### config.mk
export PLATFORM = sky130hd
export DESIGN_NAME = skip_scan_flat
export DESIGN_NICKNAME = d
export VERILOG_FILES = /design/src/rtl/skip_scan_if.sv /design/src/rtl/skip_scan.sv /design/src/flat_wrapper.sv
export SDC_FILE = /design/constraint.sdc
export NUM_CORES = 1
export LEC_CHECK = 0
export CAP_MARGIN = 25
export CORE_ASPECT_RATIO = 2
export CORE_MARGIN = 1.5
export CORE_UTILIZATION = 55
export CTS_CLUSTER_SIZE = 25
export DETAILED_ROUTE_END_ITERATION = 10
export GPL_TIMING_DRIVEN = 0
export PLACE_DENSITY = 0.86
export SYNTH_ARGS = -nofsm -noshare
export SYNTH_HDL_FRONTEND = slang
export SYNTH_SLANG_ARGS = --single-unit
### constraint.sdc
create_clock -name mCLK -period 5.2 [get_ports mCLK]
set_input_delay 1.3 -clock mCLK [delete_from_list [all_inputs] [get_ports mCLK]]
set_output_delay 1.3 -clock mCLK [all_outputs]
set_load 0.01 [all_outputs]
### src/rtl/skip_scan_if.sv
// Ring-side bundle for skip_scan.
// Ports (slave = the recovery block):
//   iCLK, sCLK, B0 : ring clock, skipped clock and position-0 marker into the block
//   MASK_OUT       : recovered skip pattern (bit k = 1 when slot k was skipped)
//   VALID, ERR     : one-mCLK pulses for frame completion / framing or pattern error
//   LOCK           : pattern stable for the required number of frames
//   POS            : current slot index
interface skip_scan_if #(
   parameter int unsigned LEN = 16
);
   localparam int unsigned POS_W = (LEN > 1) ? $clog2(LEN) : 1;

   logic             iCLK;
   logic             sCLK;
   logic             B0;
   logic [LEN-1:0]   MASK_OUT;
   logic             VALID;
   logic             LOCK;
   logic             ERR;
   logic [POS_W-1:0] POS;

   modport master (
      output iCLK, sCLK, B0,
      input  MASK_OUT, VALID, LOCK, ERR, POS
   );

   modport slave (
      input  iCLK, sCLK, B0,
      output MASK_OUT, VALID, LOCK, ERR, POS
   );
endinterface

### src/rtl/skip_scan.sv
// Recovers the clock-skip pattern of a LEN-slot ring by oversampling the
// ungated ring clock (iCLK), the skipped clock (sCLK) and the slot-0 marker
// (B0) on mCLK. Each iCLK falling edge closes a slot; a slot whose sCLK never
// pulsed is recorded as skipped. Frames are aligned to B0, compared against
// the previous frame, and declared locked after LOCKN identical frames.
// Ports:
//   mCLK  : sampling clock, all state on its rising edge
//   nRST  : asynchronous active-low reset
//   ring  : skip_scan_if slave (ring inputs, MASK_OUT/VALID/LOCK/ERR/POS outputs)
module skip_scan #(
   parameter int unsigned LEN   = 16,
   parameter int unsigned SYNC  = 2,
   parameter int unsigned LOCKN = 2
) (
   input  logic       mCLK,
   input  logic       nRST,
   skip_scan_if.slave ring
);

   localparam int unsigned POS_W = (LEN > 1) ? $clog2(LEN) : 1;
   localparam int unsigned CNT_W = 4;
   localparam logic [POS_W-1:0] POS_LAST = POS_W'(LEN - 1);
   localparam logic [CNT_W-1:0] CNT_MAX  = CNT_W'(LOCKN);

   typedef enum logic [1:0] {
      HUNT    = 2'd0,
      CAPTURE = 2'd1,
      TRACK   = 2'd2
   } state_e;

   logic [SYNC-1:0]  iclk_sync_q, iclk_sync_d;
   logic [SYNC-1:0]  sclk_sync_q, sclk_sync_d;
   logic [SYNC-1:0]  b0_sync_q,   b0_sync_d;
   logic             iclk_prev_q, iclk_prev_d;
   logic             seen_q,      seen_d;
   state_e           state_q,     state_d;
   logic [POS_W-1:0] pos_q,       pos_d;
   logic [LEN-1:0]   frame_q,     frame_d;
   logic [LEN-1:0]   mask_q,      mask_d;
   logic [CNT_W-1:0] cnt_q,       cnt_d;
   logic             lock_q,      lock_d;
   logic             valid_q,     valid_d;
   logic             err_q,       err_d;

   logic             iclk_s, sclk_s, b0_s;
   logic             close_c;
   logic             seen_now_c;
   logic             slot_bit_c;
   logic [LEN-1:0]   frame_next_c;
   logic             track_miss_c;

   assign iclk_s = iclk_sync_q[SYNC-1];
   assign sclk_s = sclk_sync_q[SYNC-1];
   assign b0_s   = b0_sync_q[SYNC-1];

   // Next-state logic: synchronizers, slot closing and framing FSM.
   always_comb begin
      iclk_sync_d  = {iclk_sync_q[SYNC-2:0], ring.iCLK};
      sclk_sync_d  = {sclk_sync_q[SYNC-2:0], ring.sCLK};
      b0_sync_d    = {b0_sync_q[SYNC-2:0], ring.B0};
      iclk_prev_d  = iclk_s;
      state_d      = state_q;
      pos_d        = pos_q;
      frame_d      = frame_q;
      mask_d       = mask_q;
      cnt_d        = cnt_q;
      lock_d       = lock_q;
      valid_d      = 1'b0;
      err_d        = 1'b0;
      track_miss_c = 1'b0;

      close_c    = iclk_prev_q & ~iclk_s;
      // The closing cycle's own sample still counts toward this slot.
      seen_now_c = seen_q | (iclk_s & sclk_s);
      slot_bit_c = ~seen_now_c;
      seen_d     = seen_now_c;

      frame_next_c        = frame_q;
      frame_next_c[pos_q] = slot_bit_c;

      if (close_c) begin
         seen_d = 1'b0;
         if (state_q == HUNT) begin
            if (b0_s) begin
               frame_d    = '0;
               frame_d[0] = slot_bit_c;
               pos_d      = POS_W'(1);
               state_d    = CAPTURE;
            end
         end else if (b0_s && (pos_q != '0)) begin
            // Early marker: resync onto it, partial frame dropped.
            err_d      = 1'b1;
            lock_d     = 1'b0;
            cnt_d      = '0;
            frame_d    = '0;
            frame_d[0] = slot_bit_c;
            pos_d      = POS_W'(1);
            state_d    = CAPTURE;
         end else if (!b0_s && (pos_q == '0)) begin
            // Marker missing where slot 0 was expected: alignment lost.
            err_d   = 1'b1;
            lock_d  = 1'b0;
            cnt_d   = '0;
            pos_d   = '0;
            state_d = HUNT;
         end else begin
            frame_d = frame_next_c;
            if (pos_q == POS_LAST) begin
               pos_d   = '0;
               mask_d  = frame_next_c;
               valid_d = 1'b1;
               // A zero count means no reference frame yet: this one counts as 1.
               if (cnt_q == '0) begin
                  cnt_d = CNT_W'(1);
               end else if (frame_next_c == mask_q) begin
                  cnt_d = (cnt_q >= CNT_MAX) ? CNT_MAX : cnt_q + CNT_W'(1);
               end else begin
                  cnt_d = CNT_W'(1);
               end
               track_miss_c = (state_q == TRACK) && (frame_next_c != mask_q);
               if (track_miss_c) begin
                  err_d   = 1'b1;
                  lock_d  = 1'b0;
                  state_d = CAPTURE;
               end else begin
                  lock_d  = (cnt_d >= CNT_MAX);
                  state_d = lock_d ? TRACK : CAPTURE;
               end
            end else begin
               pos_d = pos_q + POS_W'(1);
            end
         end
      end
   end

   // State and output registers.
   always_ff @(posedge mCLK or negedge nRST) begin
      if (!nRST) begin
         iclk_sync_q <= '0;
         sclk_sync_q <= '0;
         b0_sync_q   <= '0;
         iclk_prev_q <= 1'b0;
         seen_q      <= 1'b0;
         state_q     <= HUNT;
         pos_q       <= '0;
         frame_q     <= '0;
         mask_q      <= '0;
         cnt_q       <= '0;
         lock_q      <= 1'b0;
         valid_q     <= 1'b0;
         err_q       <= 1'b0;
      end else begin
         iclk_sync_q <= iclk_sync_d;
         sclk_sync_q <= sclk_sync_d;
         b0_sync_q   <= b0_sync_d;
         iclk_prev_q <= iclk_prev_d;
         seen_q      <= seen_d;
         state_q     <= state_d;
         pos_q       <= pos_d;
         frame_q     <= frame_d;
         mask_q      <= mask_d;
         cnt_q       <= cnt_d;
         lock_q      <= lock_d;
         valid_q     <= valid_d;
         err_q       <= err_d;
      end
   end

   assign ring.MASK_OUT = mask_q;
   assign ring.VALID    = valid_q;
   assign ring.LOCK     = lock_q;
   assign ring.ERR      = err_q;
   assign ring.POS      = pos_q;

endmodule

### src/flat_wrapper.sv
// flat-port wrapper written by rule: the top's interface ports become plain ports
module skip_scan_flat 
#(
   parameter int unsigned LEN   = 16,
   parameter int unsigned SYNC  = 2,
   parameter int unsigned LOCKN = 2
)
  (mCLK, nRST, ring_iCLK, ring_sCLK, ring_B0, ring_MASK_OUT, ring_VALID, ring_LOCK, ring_ERR, ring_POS);
  skip_scan_if #(.LEN(LEN)) ring_i ();
  input  logic mCLK;
  input  logic nRST;
  input wire logic [$bits(ring_i.iCLK)-1:0] ring_iCLK;
  input wire logic [$bits(ring_i.sCLK)-1:0] ring_sCLK;
  input wire logic [$bits(ring_i.B0)-1:0] ring_B0;
  output wire logic [$bits(ring_i.MASK_OUT)-1:0] ring_MASK_OUT;
  output wire logic [$bits(ring_i.VALID)-1:0] ring_VALID;
  output wire logic [$bits(ring_i.LOCK)-1:0] ring_LOCK;
  output wire logic [$bits(ring_i.ERR)-1:0] ring_ERR;
  output wire logic [$bits(ring_i.POS)-1:0] ring_POS;
  assign ring_i.iCLK = ring_iCLK;
  assign ring_i.sCLK = ring_sCLK;
  assign ring_i.B0 = ring_B0;
  assign ring_MASK_OUT = ring_i.MASK_OUT;
  assign ring_VALID = ring_i.VALID;
  assign ring_LOCK = ring_i.LOCK;
  assign ring_ERR = ring_i.ERR;
  assign ring_POS = ring_i.POS;
  skip_scan #(.LEN(LEN), .SYNC(SYNC), .LOCKN(LOCKN)) u_core (.mCLK(mCLK), .nRST(nRST), .ring(ring_i));
endmodule
==> insert_results.sql, run 1 <==
INSERT INTO impl_metrics (metric_group, metric, value, unit) VALUES
('sta', 'final_hold_viol_count', '0', ''),
('status', 'run_status', 'finished clean', ''),
('clock_tree', 'clkSlewWorstSetupHoldPaths', '0.08', 'ns'),
('sta', 'setup_violations', '0', ''),
('yosys', 'most_used_dff_post_synth', 'dfrtp_1', ''),
('place', 'dpl_cell_area', '3110', 'sq um'),
('clock_tree', 'cts_inserted_buffers', '5', ''),
('place', 'place_congestion', '0.908', ''),
('routing', 'drt_drc_violations_left', '0', ''),
('layout', 'layout-drive-gt1-share', '7.84', '%'),
('layout', 'antenna_cells_inserted', '0', ''),
('global_route', 'grt_max_degree', '29', ''),
('yosys', 'yosysWarnings', '0', ''),
('die', 'boundaryPins', '28', ''),
('yosys', 'synth_seq_cells', '53', ''),
('yosys', 'synth_simple_gate_area_share', '15.5', '%'),
('critical_path', 'worstPathArrival', '3.66', 'ns'),
('routing', 'drt_pre_antenna_iters', '5', ''),
('clock_tree', 'cts_sinks', '53', ''),
('yosys', 'synth_adder_area_share', '4.55', '%'),
('yosys', 'yosys.cell_types.count', '38', ''),
('clock_tree', 'post-cts-setup-buffers', '0', ''),
('yosys', 'synthMuxAreaShare', '6.64', '%'),
('critical_path', 'crit_path_max_fanout', '7', ''),
('global_route', 'grt_first_pass_wirelength', '10600', 'um'),
('routing', 'detailroute.via_count', '2221', ''),
('die', 'die-height', '103', 'um'),
('global_route', 'grt_antenna_before_repair', '0', ''),
('place', 'io_buffers', '27', ''),
('yosys', 'synth_compound_area_share', '15.8', '%'),
('yosys', 'number_of_enable_type_register_cells_in_the_synthesized_netlist', '0', ''),
('yosys', 'syn_nets', '287', ''),
('power', 'leakagePower', '1.39', 'nW'),
('die', 'floorplan.initialDensity', '56.6', '%'),
('sta', 'period_minus_slack', '3.44', 'ns'),
('die', 'row_count', '36', ''),
('clock_tree', 'cts.path.max_buffers', '2', ''),
('routing', 'final_antenna_net_count', '0', ''),
('critical_path', 'ff2ff_setup_slack', '1.76', 'ns'),
('power', 'power_density', '379', 'nW/um^2'),
('yosys', 'synth-async-reset-ratio', '100', '%'),
('global_route', 'first_global_vias', '2309', ''),
('routing', 'viasPerCell', '6.12', ''),
('critical_path', 'critical_path.slowest_cell', 'nor4_1', ''),
('critical_path', 'critical_path.cell_chain', 'inv_1 -> ha_1 -> nor3b_1 -> inv_1 -> ha_1 -> o21bai_1 -> nor4_1 -> o21ai_0 -> o21ai_0', ''),
('sta', 'hold-worst-slack', '0.361', 'ns'),
('die', 'fp.dieW', '53.0', 'um'),
('yosys', 'synth_top_family_by_area', 'compound AO/OA/AOI/OAI gates', ''),
('layout', 'final_core_util', '65.4', '%'),
('global_route', 'grt_util_all_layers', '26.8', '%'),
('critical_path', 'worst_setup_path_start_kind', 'flop', ''),
('sta', 'finClkSkew', '0.0119', 'ns'),
('layout', 'finalNonFillerCells', '363', ''),
('place', 'detailedPlacementHpwl', '4820', 'um'),
('clock_tree', 'tritoncts', 'done', ''),
('die', 'design.die.area', '5460', 'sq um'),
('critical_path', 'worst_ep_required_time', '5.43', 'ns'),
('job', 'max_cap_viol_count', '0', ''),
('clock_tree', 'root_buffer_selected_by_cts', 'clkbuf_8', ''),
('yosys', 'syn_area_per_cell', '10.1', 'sq um'),
('layout', 'n_fill_cell', '407', ''),
('layout', 'fin_area', '3180', 'sq um'),
('clock_tree', 'postCtsResizedCells', '0', ''),
('critical_path', 'worst-setup-path-type', 'flop to flop', ''),
('clock_tree', 'htree_levels', '2', ''),
('clock_tree', 'cts.hold.buffers_added', '0', ''),
('sta', 'totalNegativeSetupSlack', '0', 'ns'),
('critical_path', 'critical-path-max-stage-delay', '0.73', 'ns'),
('clock_tree', 'clock_latency', '0.31', 'ns'),
('layout', 'synthToLayoutAreaGrowth', '15.6', '%'),
('die', 'core_area', '4860', 'sq um');
## critical path, delay by kind of cell (launching register included)
| family | cells | cell delay, ns |
|---|---|---|
| adder cells (fa/ha/maj) | 2 | 0.56 |
| flip-flops | 1 | 0.47 |
| buffers and inverters | 2 | 0.26 |
| AND/OR/NAND/NOR | 2 | 1.28 |
| AO/OA/AOI/OAI | 3 | 0.79 |
## sequential cells by signal (all words and copies together), names as in the netlist, 2 cells and up
register / flops
u_core.frame_q: 16
u_core.b0_sync_q: 2
u_core.iclk_sync_q: 2
u_core.ring.POS: 4
u_core.sclk_sync_q: 2
u_core.ring.MASK_OUT: 16
u_core.state_q: 2
u_core.cnt_q: 4
## metal layers
layer / global-route usage (%) / vias to the layer above / wire (um)
li1: - / 1031 / -
met1: 27.5 / 1116 / 2250
met2: 48.8 / 56 / 3650
met3: 5.22 / 18 / 171
met4: 15.0 / 0 / 234
met5: 0 / - / 0
## power breakdown
group / internal [mW] / switching, mW / total, mW
clock network: 0.0889 / 0.126 / 0.215
logic: 0.191 / 0.312 / 0.503
registers: 0.449 / 0.0390 / 0.488
total: 0.728 / 0.478 / 1.21
## Yosys cell counts (2+ instances only)
library cell,number,area share (%)
nand4_1,3,0.68
nand2_1,20,2.7
nor4_2,3,1.4
nor2_1,15,2.0
nor2b_1,3,0.68
o21ai_0,45,8.2
nand3_2,3,1.1
o22ai_1,5,1.1
nor3b_1,4,1.1
nand3b_1,7,1.9
xnor2_1,16,5.1
nand3_1,4,0.73
a21oi_1,14,2.5
buf_4,4,1.1
nor3_1,3,0.55
dfrtp_1,53,48
a32o_1,3,1.1
o31ai_1,2,0.55
clkbuf_1,9,1.2
mux2_2,2,0.82
mux2i_1,16,5.8
nor4_1,2,0.45
inv_1,12,1.6
ha_1,10,4.5
## cells in the final DEF, fill, tap and decap left out, drive strengths merged, types with 4 or more instances in the layout
cell type	count
nand2	20
nand3b	8
xnor2	16
o21ai	45
nor2	15
mux2i	16
nand3	7
buf	6
nor4	5
a21oi	15
o22ai	5
inv	12
dfrtp	53
ha	10
nor3b	4
clkbuf	14
clkdlybuf4s50	26
## final timing paths
path                                     start                      end  depth (start not counted)
setup reg to reg            u_core.ring.POS[0]         u_core.ring.LOCK                          9
setup / recovery            u_core.ring.POS[0]         u_core.ring.LOCK                          9
min in group asynchronous                 nRST  u_core.ring.MASK_OUT[0]                          1
max in group asynchronous                 nRST       u_core.frame_q[15]                          2
hold / removal             u_core.b0_sync_q[0]      u_core.b0_sync_q[1]                          0
hold reg to reg            u_core.b0_sync_q[0]      u_core.b0_sync_q[1]                          0
## metrics by stage
stage	worst slack (ns)	power, mW
floorplan	2.50	0.830
global placement	1.24	0.970
detailed placement	1.76	0.985
CTS	1.73	1.20
global route	1.34	1.28
finish	1.76	1.21
## final cells by class
type | instances | area, sq um | share of cell area, %
inverters | 12 | 45.0 | 1.42
well taps | 57 | 71.3 | 2.24
multi-input cells | 194 | 1320 | 41.4
clock inverters | 1 | 5.00 | 0.157
clock buffers | 5 | 68.8 | 2.16
plain buffers | 13 | 63.8 | 2.00
repair buffers | 28 | 285 | 8.96
flip-flops and latches | 53 | 1330 | 41.7
## cell families (layout without fill, tap and decap cells)
| logic type | after synthesis | count (layout) |
|---|---|---|
| XOR/XNOR | 17 | 17 |
| buffers and inverters | 25 | 59 |
| AND/OR/NAND/NOR | 73 | 73 |
| adder cells (fa/ha/maj) | 10 | 10 |
| multiplexers | 18 | 18 |
| AO/OA/AOI/OAI | 76 | 76 |
| flip-flops | 53 | 53 |
No activity file was read; power rests on OpenSTA's default activity.
==> run 2: changes to the inputs <==
--- a/config.mk
+++ b/config.mk
@@ -8,11 +8,11 @@
 export CAP_MARGIN = 25
 export CORE_ASPECT_RATIO = 2
 export CORE_MARGIN = 1.5
-export CORE_UTILIZATION = 55
+export CORE_UTILIZATION = 51
 export CTS_CLUSTER_SIZE = 25
 export DETAILED_ROUTE_END_ITERATION = 10
 export GPL_TIMING_DRIVEN = 0
-export PLACE_DENSITY = 0.86
+export PLACE_DENSITY = 0.84
 export SYNTH_ARGS = -nofsm -noshare
 export SYNTH_HDL_FRONTEND = slang
 export SYNTH_SLANG_ARGS = --single-unit
==> constraint.sdc (replaced) <==
create_clock -name mCLK -period 3.1 [get_ports mCLK]
set_input_delay 0.775 -clock mCLK [delete_from_list [all_inputs] [get_ports mCLK]]
set_output_delay 0.775 -clock mCLK [all_outputs]
set_load 0.01 [all_outputs]
==> insert_results.sql, run 2 (synthesized netlist as in run 1, its figures left out) <==
INSERT INTO impl_metrics (metric_group, metric, value, unit) VALUES
('hold_path', 'sink_of_the_worst_hold_path', 'u_core.sclk_sync_q[1]', ''),
('routing', 'drt_drc_violations_left', '0', ''),
('critical_path', 'r2r_cells', '8', ''),
('global_route', 'grt_first_pass_wirelength', '10500', 'um'),
('critical_path', 'worst_setup_path_start_kind', 'flop', ''),
('layout', 'n_fill_cell', '437', ''),
('sta', 'setup_repair_after_global_routing_missed_its_margin', 'no', ''),
('routing', 'viasPerCell', '6.04', ''),
('critical_path', 'timing.rr.start', 'u_core.ring.POS[1]', ''),
('power', 'power_density', '645', 'nW/um^2'),
('critical_path', 'worst_ep_required_time', '3.30', 'ns'),
('clock_tree', 'htree_levels', '2', ''),
('layout', 'multiInputGateArea', '1360', 'sq um'),
('layout', 'layout.cells.most_common', 'dfrtp_1', ''),
('die', 'floorplan.initialDensity', '53.1', '%'),
('power', 'post_layout_total_power', '2.09', 'mW'),
('critical_path', 'worst_setup_path_startpoint', 'u_core.ring.POS[1]', ''),
('layout', 'leading_cell_types_in_the_layout_fill_and_taps_excluded', 'dfrtp_1 (53), o21ai_0 (45), clkdlybuf4s50_1 (26), nand2_1 (20)', ''),
('job', 'max_cap_viol_count', '0', ''),
('layout', 'layout-drive-gt1-share', '9.45', '%'),
('die', 'fp.dieW', '55.0', 'um'),
('clock_tree', 'tritoncts', 'done', ''),
('sta', 'min_period_over_period', '93.5', '%'),
('critical_path', 'timing.critical_path.to_type', 'flop', ''),
('routing', 'wl', '6350', 'um'),
('hold_path', 'holdCritStartpoint', 'u_core.sclk_sync_q[0]', ''),
('die', 'core_area', '5180', 'sq um'),
('routing', 'final_antenna_net_count', '0', ''),
('routing', 'detailroute.via_count', '2206', ''),
('die', 'row_count', '37', ''),
('sta', 'finClkSkew', '0.00520', 'ns'),
('global_route', 'first_global_vias', '2303', ''),
('hold_path', 'hold_path.class', 'flop to flop', ''),
('critical_path', 'ff2ff_setup_slack', '0.20', 'ns'),
('critical_path', 'worst-setup-path-type', 'flop to flop', ''),
('global_route', 'grt_util_all_layers', '24.5', '%'),
('sta', 'timing.max_slew.rel_slack', '63.4', '%'),
('global_route', 'grt_max_degree', '34', ''),
('critical_path', 'crit_path_max_fanout', '7', ''),
('sta', 'clock.fmax', '0.345', 'GHz'),
('layout', 'finish.net_count', '322', ''),
('layout', 'synthToLayoutAreaGrowth', '17.6', '%'),
('hold_path', 'hold-path-cell-count', '0', ''),
('place', 'dpl_cell_area', '3110', 'sq um'),
('sta', 'worst_pin_slew', '0.544', 'ns'),
('layout', 'final_core_util', '62.5', '%'),
('routing', 'routed_wire_length_per_instance', '17.4', 'um'),
('sta', 'final_hold_viol_count', '0', ''),
('sta', 'hold-worst-slack', '0.360', 'ns'),
('place', 'place_congestion', '0.933', ''),
('routing', 'drt_pre_antenna_iters', '6', ''),
('clock_tree', 'root_buffer_selected_by_cts', 'clkbuf_8', ''),
('die', 'design.die.area', '5870', 'sq um'),
('clock_tree', 'cts_sinks', '53', ''),
('layout', 'antenna_cells_inserted', '0', ''),
('sta', 'final-max-slew-violation-count', '0', ''),
('status', 'run_status', 'finished clean', ''),
('clock_tree', 'cts_inserted_buffers', '5', ''),
('sta', 'totalNegativeSetupSlack', '0', 'ns'),
('die', 'boundaryPins', '28', ''),
('layout', 'seqCellArea', '1330', 'sq um'),
('routing', 'drtIter0Drc', '51', ''),
('clock_tree', 'clkSlewWorstSetupHoldPaths', '0.08', 'ns'),
('clock_tree', 'clock_latency', '0.31', 'ns'),
('clock_tree', 'cts.path.max_buffers', '2', ''),
('power', 'leakagePower', '1.41', 'nW'),
('critical_path', 'critical_path.reg2reg.endpoint', 'u_core.cnt_q[0]', ''),
('power', 'max-vdd-ir-drop', '463', 'uV'),
('die', 'die-height', '107', 'um'),
('sta', 'period_minus_slack', '2.90', 'ns'),
('global_route', 'grt_antenna_before_repair', '0', ''),
('place', 'detailedPlacementHpwl', '4820', 'um'),
('place', 'io_buffers', '27', ''),
('global_route', 'grt_remaining_overflow', '0', ''),
('critical_path', 'worstPathArrival', '3.10', 'ns'),
('sta', 'setup_violations', '0', ''),
('layout', 'fin_area', '3240', 'sq um');
==> run 2: where the power goes <==
| part | total (mW) | internal, mW | switching (mW) |
|---|---|---|---|
| clock | 0.395 | 0.178 | 0.217 |
| sequential | 0.820 | 0.753 | 0.0665 |
| combinational | 0.873 | 0.335 | 0.538 |
==> run 2: what timing repair did <==
item	CTS	global route
buffers inserted	0	0
hold buffers	0	0
resized for setup	4	5
endpoints found under the setup margin	22	15
==> run 2: cell type report <==
type	count	share of cell area, %
Multi-Input combinational cell	194	42.0
Sequential cell	53	41.0
Timing Repair Buffer	28	8.81
Clock buffer	7	2.67
Tap cell	58	2.24
Buffer	13	1.97
Inverter	12	1.39
==> run 2: critical path: stages, from the launching register on <==
cell and delay [ns]:
dfrtp_1 0.44, inv_1 0.12, ha_1 0.39, nor3b_1 0.37
mux2i_1 0.33, xnor2_1 0.10, nor4_1 0.41, nand4_1 0.27
a221o_1 0.37
==> run 2: worst max path at each step <==
stage	endpoint	slack (ns)	cells after the start
final	u_core.cnt_q[0]	0.20	8
after detailed placement	u_core.ring.LOCK	-0.39	9
after CTS	u_core.cnt_q[0]	0.06	10
after floorplan	u_core.ring.LOCK	0.40	9
after global routing	u_core.cnt_q[0]	0.008	8
after global placement	u_core.ring.MASK_OUT[13]	-0.33	1
==> run 2: metal layers <==
metal	track usage [%]	vias to the layer above	share of wire, %
met1	24.6	1109	36
met3	4.60	19	2.4
met5	0	-	0
li1	-	1030	-
met2	44.1	48	58
met4	13.1	0	3.6
==> run 2: stage by stage <==
step / instances / worst slack (ns)
3_5_place_dp: 358 / -0.394
6_report: 365 / 0.202
2_1_floorplan: 272 / 0.399
3_3_place_gp: 357 / -0.325
5_1_grt: 365 / 0.00796
4_1_cts: 365 / 0.0588
